<file path="src/rtl/conv_pkg.sv">
// Shared constants and types for the conv output-drain path.
package conv_pkg;

   localparam int DATA_W        = 16;
   localparam int ADDR_W        = 13;
   localparam int WORDS_DEFAULT = 6272;
   localparam int CNT_W         = 14;

   typedef enum logic [1:0] {
      IDLE,
      RUN,
      FLUSH,
      DONE
   } drain_state_e;

endpackage

</file>
<file path="src/rtl/conv_out_drain_skid_fifo.sv">
// Two-entry FIFO that absorbs SRAM read data while the downstream side stalls.
module drain_skid_fifo
   import conv_pkg::*;
(
   input  logic              i_clk,
   input  logic              i_rst_n,
   input  logic              i_push,
   input  logic              i_pop,
   input  logic [DATA_W-1:0] i_data,
   output logic [DATA_W-1:0] o_head,
   output logic              o_full,
   output logic              o_empty,
   output logic [1:0]        o_count
);

   logic [DATA_W-1:0] r_mem [2];
   logic              r_wrPtr;
   logic              r_rdPtr;
   logic [1:0]        r_count;
   logic              w_doPush;
   logic              w_doPop;

   assign o_full   = (r_count == 2'd2);
   assign o_empty  = (r_count == 2'd0);
   assign o_count  = r_count;
   assign o_head   = r_mem[r_rdPtr];

   // A push into a full FIFO is only taken when the head leaves in the same cycle.
   assign w_doPush = i_push && (!o_full || i_pop);
   assign w_doPop  = i_pop && !o_empty;

   // Storage, pointers and occupancy; the freed head slot can be refilled on the same edge.
   always_ff @(posedge i_clk or negedge i_rst_n) begin
      if (!i_rst_n) begin
         r_mem[0] <= '0;
         r_mem[1] <= '0;
         r_wrPtr  <= 1'b0;
         r_rdPtr  <= 1'b0;
         r_count  <= 2'd0;
      end else begin
         if (w_doPush) begin
            r_mem[r_wrPtr] <= i_data;
            r_wrPtr        <= ~r_wrPtr;
         end
         if (w_doPop) begin
            r_rdPtr <= ~r_rdPtr;
         end
         case ({w_doPush, w_doPop})
            2'b10:   r_count <= r_count + 2'd1;
            2'b01:   r_count <= r_count - 2'd1;
            default: r_count <= r_count;
         endcase
      end
   end

endmodule

</file>
<file path="src/rtl/conv_out_drain.sv">
// Drains both conv output SRAM banks, bank 0 then bank 1, onto a valid/ready stream.
module conv_out_drain
   import conv_pkg::*;
#(
   parameter int WORDS = WORDS_DEFAULT
)
(
   input  logic              clk,
   input  logic              rst_n,
   input  logic              start,
   output logic              we_O0,
   output logic              we_O1,
   output logic [ADDR_W-1:0] addr_O0,
   output logic [ADDR_W-1:0] addr_O1,
   input  logic [DATA_W-1:0] dout_O0,
   input  logic [DATA_W-1:0] dout_O1,
   output logic              out_valid,
   input  logic              out_ready,
   output logic [DATA_W-1:0] out_data,
   output logic              busy,
   output logic              done
);

   localparam logic [CNT_W-1:0] WORDS_CNT = CNT_W'(WORDS);
   localparam logic [CNT_W-1:0] LAST_CNT  = CNT_W'(2 * WORDS - 1);

   drain_state_e      r_state;
   drain_state_e      w_nextState;
   logic [CNT_W-1:0]  r_rdCnt;
   logic              r_inflight;
   logic              r_inflightSel;
   logic              r_lastBank;
   logic [ADDR_W-1:0] r_lastAddr;

   logic              w_pop;
   logic              w_issue;
   logic              w_bank;
   logic [ADDR_W-1:0] w_rdAddr;
   logic [ADDR_W-1:0] w_activeAddr;
   logic              w_drained;
   logic [DATA_W-1:0] w_pushData;
   logic [DATA_W-1:0] w_head;
   logic              w_full;
   logic              w_empty;
   logic [1:0]        w_count;

   // The drain only ever reads the output SRAMs.
   assign we_O0      = 1'b0;
   assign we_O1      = 1'b0;

   assign w_pop      = out_valid && out_ready;
   assign w_bank     = (r_rdCnt >= WORDS_CNT);
   assign w_rdAddr   = w_bank ? ADDR_W'(r_rdCnt - WORDS_CNT) : ADDR_W'(r_rdCnt);

   // Issue only while the FIFO is guaranteed a slot for the word now leaving the SRAM.
   assign w_issue    = (r_state == RUN) &&
                       (({1'b0, w_count} + {2'b0, r_inflight}) < (3'd2 + {2'b0, w_pop}));

   // Counting the word being popped right now lets DONE follow the last handshake directly.
   assign w_drained  = !r_inflight && (w_empty || (w_count == 2'd1 && w_pop));

   assign w_pushData = r_inflightSel ? dout_O1 : dout_O0;
   assign out_valid  = !w_empty;
   assign out_data   = w_head;

   drain_skid_fifo u_fifo (
      .i_clk   (clk),
      .i_rst_n (rst_n),
      .i_push  (r_inflight),
      .i_pop   (w_pop),
      .i_data  (w_pushData),
      .o_head  (w_head),
      .o_full  (w_full),
      .o_empty (w_empty),
      .o_count (w_count)
   );

   // State register for the IDLE -> RUN -> FLUSH -> DONE sequence.
   always_ff @(posedge clk or negedge rst_n) begin
      if (!rst_n) begin
         r_state <= IDLE;
      end else begin
         r_state <= w_nextState;
      end
   end

   // Read counter plus the bank tag that travels with each read until its data returns.
   always_ff @(posedge clk or negedge rst_n) begin
      if (!rst_n) begin
         r_rdCnt       <= '0;
         r_inflight    <= 1'b0;
         r_inflightSel <= 1'b0;
         r_lastBank    <= 1'b0;
         r_lastAddr    <= '0;
      end else begin
         r_inflight    <= w_issue;
         r_inflightSel <= w_bank;
         if (r_state == IDLE && start) begin
            r_rdCnt    <= '0;
            r_lastBank <= 1'b0;
            r_lastAddr <= '0;
         end else if (w_issue) begin
            r_rdCnt    <= r_rdCnt + CNT_W'(1);
            r_lastBank <= w_bank;
            r_lastAddr <= w_rdAddr;
         end
      end
   end

   // Next state, status flags and SRAM addresses; the bank not being read always sees address 0.
   always_comb begin
      w_nextState  = r_state;
      addr_O0      = '0;
      addr_O1      = '0;
      busy         = 1'b0;
      done         = 1'b0;
      w_activeAddr = '0;
      case (r_state)
         IDLE: begin
            if (start) begin
               w_nextState = RUN;
            end
         end
         RUN: begin
            busy = 1'b1;
            if (w_issue) begin
               w_activeAddr = w_rdAddr;
            end else if (r_lastBank == w_bank) begin
               w_activeAddr = r_lastAddr;
            end
            if (w_bank) begin
               addr_O1 = w_activeAddr;
            end else begin
               addr_O0 = w_activeAddr;
            end
            if (w_issue && r_rdCnt == LAST_CNT) begin
               w_nextState = FLUSH;
            end
         end
         FLUSH: begin
            busy = 1'b1;
            if (r_lastBank) begin
               addr_O1 = r_lastAddr;
            end else begin
               addr_O0 = r_lastAddr;
            end
            if (w_drained) begin
               w_nextState = DONE;
            end
         end
         DONE: begin
            done        = 1'b1;
            w_nextState = IDLE;
         end
         default: begin
            w_nextState = IDLE;
         end
      endcase
   end

   // A word returning from the SRAM must never find the FIFO full without a pop.
   assert property (@(posedge clk) disable iff (!rst_n) !(r_inflight && w_full && !w_pop));

endmodule

</file>
<file path="config.mk">
export PLATFORM = sky130hd
export DESIGN_NAME = conv_out_drain
export DESIGN_NICKNAME = d
export VERILOG_FILES = /design/src/rtl/conv_pkg.sv /design/src/rtl/conv_out_drain_skid_fifo.sv /design/src/rtl/conv_out_drain.sv
export SDC_FILE = /design/constraint.sdc
export NUM_CORES = 1
export LEC_CHECK = 0
export CORE_AREA = 2 2 108 110
export DETAILED_ROUTE_END_ITERATION = 10
export DIE_AREA = 0 0 110 112
export GPL_TIMING_DRIVEN = 0
export PLACE_DENSITY_LB_ADDON = 0.25
export SYNTH_ARGS = -nofsm -noshare
export SYNTH_HDL_FRONTEND = slang
export SYNTH_SLANG_ARGS = --single-unit
</file>
<file path="constraint.sdc">
create_clock -name clk -period 2.4 [get_ports clk]
set_input_delay 0.24 -clock clk [delete_from_list [all_inputs] [get_ports clk]]
set_output_delay 0.24 -clock clk [all_outputs]
set_load 0.01 [all_outputs]
</file>
* Word-level counts from Yosys, hierarchy flattened
Cells that the tools add are included.
** Cells by class
- Reduce and logical (&&, ||, !) cells :: 20
- Bitwise operators :: 4
- $add $sub $neg :: 6
- Muxes and demuxes :: 29
- Equality and inequality tests :: 12
- Order comparisons :: 5
** Operators with widths (count)
- $mux 13 :: 9
- $mux 16 :: 5
- $pmux 13 s2 :: 2
- $bwmux 32 :: 1
- $mux 14 :: 2
- $demux 16 s1 :: 1
- $add 14x1->14 const B :: 1
- $eq 14x14->1 const B :: 1
- $ge 14x13->1 const B :: 1
- $sub 13x13->13 const B :: 1
- $logic_and 1x1->1 :: 9
- $eq 2x2->1 const B :: 4
- $pmux 2 s4 :: 1
- $eq 2x1->1 const B :: 3
- $mux 2 :: 3
- $ge 2x2->1 const B :: 2
- $logic_not 2->1 :: 2
- $mux 1 :: 4
- $ne 2x2->1 const B :: 2
- $not 1->2 :: 2
- $pmux 2 s2 :: 1
- $reduce_bool 2->1 :: 2
- $add 2x1->3 :: 1
- $add 2x1->3 const A :: 1
- other kinds (11) :: 15
** Storage, ports and cells
- Input port bits :: 36
- Register bits after elaboration :: 68

* Logic depth before layout (Yosys ltp)
- Word-level depth :: 9
- Mapped depth :: 9
- Mapped depth without buffers :: 8

* By module
A second synthesis with hierarchy kept.
** Second synthesis, totals
- Cells, all modules :: 367
- Area total of the unflattened synthesis :: 3957.5 um^2
** Modules (own cells, without submodules)
- conv_out_drain :: instances 1, cells each 264, area an instance 2302.2 um^2
- drain_skid_fifo :: instances 1, cells each 103, area an instance 1655.3 um^2

* Worst setup path after synthesis
Ideal clock, no wire load.
- Kind :: reg2out
- Start :: reg u_fifo.r_count[0], in the netlist u_fifo.o_count[0]
- End :: out addr_O1[0]
- Path slack :: -0.032 ns
- Path buffers :: 0
- Stages on the path, launching flop included :: 9
- Required time :: 2.160 ns
- Arrival :: 2.192 ns
- Path through :: dfrtp_1 inv_1 ha_1 or3b_2 a21bo_2 inv_1 o2111ai_1 nor2_1 a22o_1
** On the way
- Longest elaborated chain between the ends :: 9
** RTL lines
- start: declaration :: RTL line conv_out_drain_skid_fifo.sv:19 : logic [1:0] r_count;
- start signal: assignment :: RTL line conv_out_drain_skid_fifo.sv:49 : 2'b10: r_count <= r_count + 2'd1;
- start signal: assignment :: RTL line conv_out_drain_skid_fifo.sv:50 : 2'b01: r_count <= r_count - 2'd1;
- start signal: assignment :: RTL line conv_out_drain_skid_fifo.sv:51 : default: r_count <= r_count;
- $logic_not 2->1 :: RTL line conv_out_drain_skid_fifo.sv:24 : assign o_empty = (r_count == 2'd0);
- $logic_not 1->1 :: RTL line conv_out_drain.sv:63 : assign out_valid = !w_empty;
- $logic_and 1x1->1 :: RTL line conv_out_drain.sv:51 : assign w_pop = out_valid && out_ready;
- $add 2x1->3 :: RTL line conv_out_drain.sv:57 : (({1'b0, w_count} + {2'b0, r_inflight}) < (3'd2 + {2'b0, w_pop}));
- $lt 3x3->1 * :: RTL line conv_out_drain.sv:57
- $logic_and 1x1->1 * :: RTL line conv_out_drain.sv:56 : assign w_issue = (r_state == RUN) &&
- $mux 13 * :: RTL line conv_out_drain.sv:126 : if (w_issue) begin
- $mux 13 * :: RTL line conv_out_drain.sv:131 : if (w_bank) begin
- $pmux 13 s2 * :: RTL line conv_out_drain.sv:118 : case (r_state)
- end: declaration :: RTL line conv_out_drain.sv:14 : output logic [ADDR_W-1:0] addr_O1,
Mark *: on every way between the ends. The rest lies on a longest branch, timed or not.

* Worst setup path in the final report
Same ends and word-level chain as after synthesis.

==> summary.md <==
| Metric | Value |
|---|---|
| Fmax | ~0.36 GHz |
| Row cnt | 39 |
| Commonest cells in the netlist | 68 x dfrtp_1, 47 x nand2_1, 43 x nor2_1, 29 x a21oi_1, 24 x o21ai_0 |
| Max VDD drop | around 0.00074 V |
| Post-synthesis xor/xnor area fraction | 0.03872 |
| Share of layout cells above drive strength 1 | 0.2638 |
| Final Util | 0.4895 |
| Worst endpoint required time | 2.16 ns |
| Post-synth EDFFs | 0 |
| R2r startpoint | u_fifo.o_count[0] |
| Ranking of synthesized cells by area | dfrtp_1 44%, mux2_2 5.0%, ha_1 4.9% |
| ANT nets after route | 0 |
| Iter 0 DRT Violations | 311 |
| Largest net degree at the start of global routing | 69 |
| Largest family of logic cells by synthesized area | compound AO/OA/AOI/OAI gates |
| Core Footprint | 0.01117 mm2 |
| WL/cell | 16.92 um |
| Via count | 3,513 |
| Period utilisation layout | 1.169 |
| Switching Share | 0.4006 |
| Max-slew violation count | 0 |
| Post-Route WL | 11,340 um |
| Failing checks | setup timing |
| Worst Skew | 0.005133 ns |
| Grt total ovfl | 0 |
| Status | finished, violations left |
| Clock sinks | roughly 70 |
| Die span in x | 110 um |
| Diode count | 0 |
| Fin nets | 573 |
| Sequential share of power | 0.259 |
| Ports | 83 |
| Die Span Y | 112 um |
| Yosys warnings | 0 |
| Clock network fraction of design power | 0.177 |
| FF-to-FF End | r_rdCnt[13] |
| Syn Inst Count | between 400 and 500 |
| Setup repair after global routing missed its margin | true |
| Mapped Area | 0.003845 mm2 |
| Routability cong. | 0.8441 |
| CP Launch Type | register |
| Critical path data arrival time | 2.57 ns |
| PwrDens | 1387 mW/mm2 |
| Worst-path clk slew | 0.06 ns |
| Register-to-Register Setup Slack | around 0.06 ns |
| Port-buffer cells | 80 |
| First-pass GRT wire length | around 18,000 um |
| Initial core utilization | 0.3441 |
| Gr usage total | 0.1889 |
| Most frequent cell after synthesis | dfrtp_1 |
| CTS H-tree lvls | 3 |
| CP Cell Sequence | ha_1 > or3b_4 > a21bo_4 > inv_4 > o2111ai_4 > nor2_4 > buf_6 > a22o_1 > clkdlybuf4s15_2 |
| Mapped Avg Cell Area | 9.588 um2 |
| Async set-reset flop share out of synthesis | 1.000 |
| Pint | between 0.004 and 0.005 W |
| Clock latency on the worst-skew pair | around 0.34 ns |
| Post-Synth Simple-Gate Area | 0.1484 |
| Compound-cell area share of the yosys netlist | 0.1643 |
| P_sw | 0.003040 W |
| Top FF cell, synth | dfrtp_1 |
| Cells on worst reg2reg path | 8 |
| Final cell count without fillers | between 600 and 700 |
| Drt via density | 5.243 |
| Initial antenna violation count | 0 |
| Root Driver | clkbuf_16 |
| Adder-Cell Fraction of Synth Area | 0.04881 |
| Worst setup margin | -0.4067 ns |
| Slowest stage delay, CP | between 0.4 and 0.5 ns |
| Worst-Margin Slew | 0.8814 ns |
| HPWL Detailed | 7307 um |
| Top cell type's share of synthesized area | 0.4426 |
| Synth area leader | dfrtp_1 |
| CTS Buf Count | 9 |
| Final TNS setup | -7.946 ns |
| Hold Path Class | input port to asynchronous set/reset pin |
| CP endpoint kind | primary output |
| Detailed-route DRC error count | 0 |
| CP bufs+invs | 3 |
| Critical path type | register to primary output |
| Top delay family on crit path | simple AND/OR/NAND/NOR gates |
| Critical path fanouts, max | 4 |
| Yosys reg bits | 68 |
| Vias in the first global route | 3,670 |
| Post-synthesis mux area share | 0.09404 |
| Die area | 0.01232 mm2 |
| Placed insts | 625 |
| Worst slew margin relative to its limit | 0.4124 |
| Share of total power in combinational logic | 0.565 |
| Clock Tree Buf Depth | 2 |
| TritonCTS clock tree | done |
| Sequential fraction of the synthesis area | 0.4426 |
| Max Cap Viol | 0 |
| DRT Pass-1 Iters | 5 |
| Area grow syn2layout | 42.27% |
| Hold Vio Cnt, Final | 0 |
| Min Tclk post-route | 2.807 ns |
| Slowest stage cell, crit path | dfrtp_1 |
| Final setup viols | 26 |
| Leakage | 2.401 nW |
| Hold Worst Slack | 0.01576 ns |
| Hold-fix buffers at CTS | 0 |
| Library cells used by synthesis | 48 |
==> registers in the layout (all words and copies together) (netlist names) <==
register	flops
u_fifo.r_rdPtr	1
u_fifo.o_count	2
u_fifo.r_mem	32
u_fifo.r_wrPtr	1
r_inflightSel	1
r_rdCnt	14
r_lastBank	1
r_inflight	1
r_state	2
r_lastAddr	13
==> worst max path at each step <==
stage                     cells past startpoint              start  slack [ns]             to
final                                         9  u_fifo.o_count[0]       -0.41     addr_O1[0]
after global routing                          9  u_fifo.o_count[0]       -0.46     addr_O1[4]
after CTS                                     9  u_fifo.o_count[0]       -0.42     addr_O1[4]
after detailed placement                      8          out_ready       -0.88    addr_O1[12]
after global placement                        1              rst_n       -1.30  r_lastAddr[2]
after floorplan                               8  u_fifo.o_count[0]        0.03    addr_O1[12]
==> stage by stage <==
| step | worst slack [ns] | total power [W] | instance area [um2] |
|---|---|---|---|
| 3_5_place_dp | -0.8835 | 0.005569 | 4828 |
| 6_report | -0.4067 | 0.007587 | 5470 |
| 4_1_cts | -0.4151 | 0.007505 | 5456 |
| 3_3_place_gp | -1.305 | 0.005503 | 4831 |
| 5_1_grt | -0.4610 | 0.008094 | 5470 |
| 2_1_floorplan | 0.02992 | 0.004069 | 3851 |
==> routing by layer <==
layer  global-route usage  wire length (um)  share of wire  up-vias
met3              0.02986               690          0.061       40
met1               0.2410              4744           0.42     1679
li1                     -                 -              -     1646
met5                    0                 0              0        -
met4              0.09283               451          0.040        0
met2               0.3076              5448           0.48      148
==> cell type report <==
type	instances	area, um2
Fill cell	1048	5704
Inverter	16	65.06
Timing Repair Buffer	111	969.7
Multi-Input combinational cell	289	2043
Sequential cell	68	1703
Buffer	27	210.2
Clock inverter	7	75.07
Tap cell	143	178.9
Clock buffer	9	225.2
==> cell usage in the layout (no fill, tap or decap), types with 12 or more instances in the layout <==
cell and instances:
buf_6 15, nor2_1 40, a22o_1 17, nand2_1 47, inv_1 12, a21oi_1 28, buf_2 26, ha_1 13
buf_4 24, clkdlybuf4s50_1 53, o21ai_0 22, mux2i_1 17, mux2_2 17, dfrtp_1 67
==> cell families (layout without fill, tap and decap cells) <==
kind of cell,count (synthesis),after routing
XOR/XNOR,17,17
AO/OA/AOI/OAI,96,96
multiplexers,34,34
adder cells (fa/ha/maj),15,15
AND/OR/NAND/NOR,125,125
flip-flops,68,68
other,1,2
buffers and inverters,45,170
==> power by group through the flow <==
stage	clock, W	combinational (W)	sequential [W]
floorplan	0	0.00221	0.00186
global placement	0	0.00359	0.00192
detailed placement	0	0.00362	0.00194
CTS	0.00136	0.00419	0.00196
global route	0.00141	0.00465	0.00202
finish	0.00134	0.00428	0.00196
==> worst reg2reg max path: cells and delay by family (launching register included) <==
kind	cells	cell delay (ns)
AND/OR/NAND/NOR	3	0.79
flip-flops	1	0.42
buffers and inverters	2	0.29
adder cells (fa/ha/maj)	1	0.28
AO/OA/AOI/OAI	1	0.25
XOR/XNOR	1	0.16
==> timing repair <==
item / 4_1_cts / 5_1_grt
setup buffers: 25 / 6
cloned: 1 / 0
resized for setup: 141 / 24
setup endpoints to repair: 50 / 44
pin swaps: 16 / 15
(Power assumes the default switching activity.)
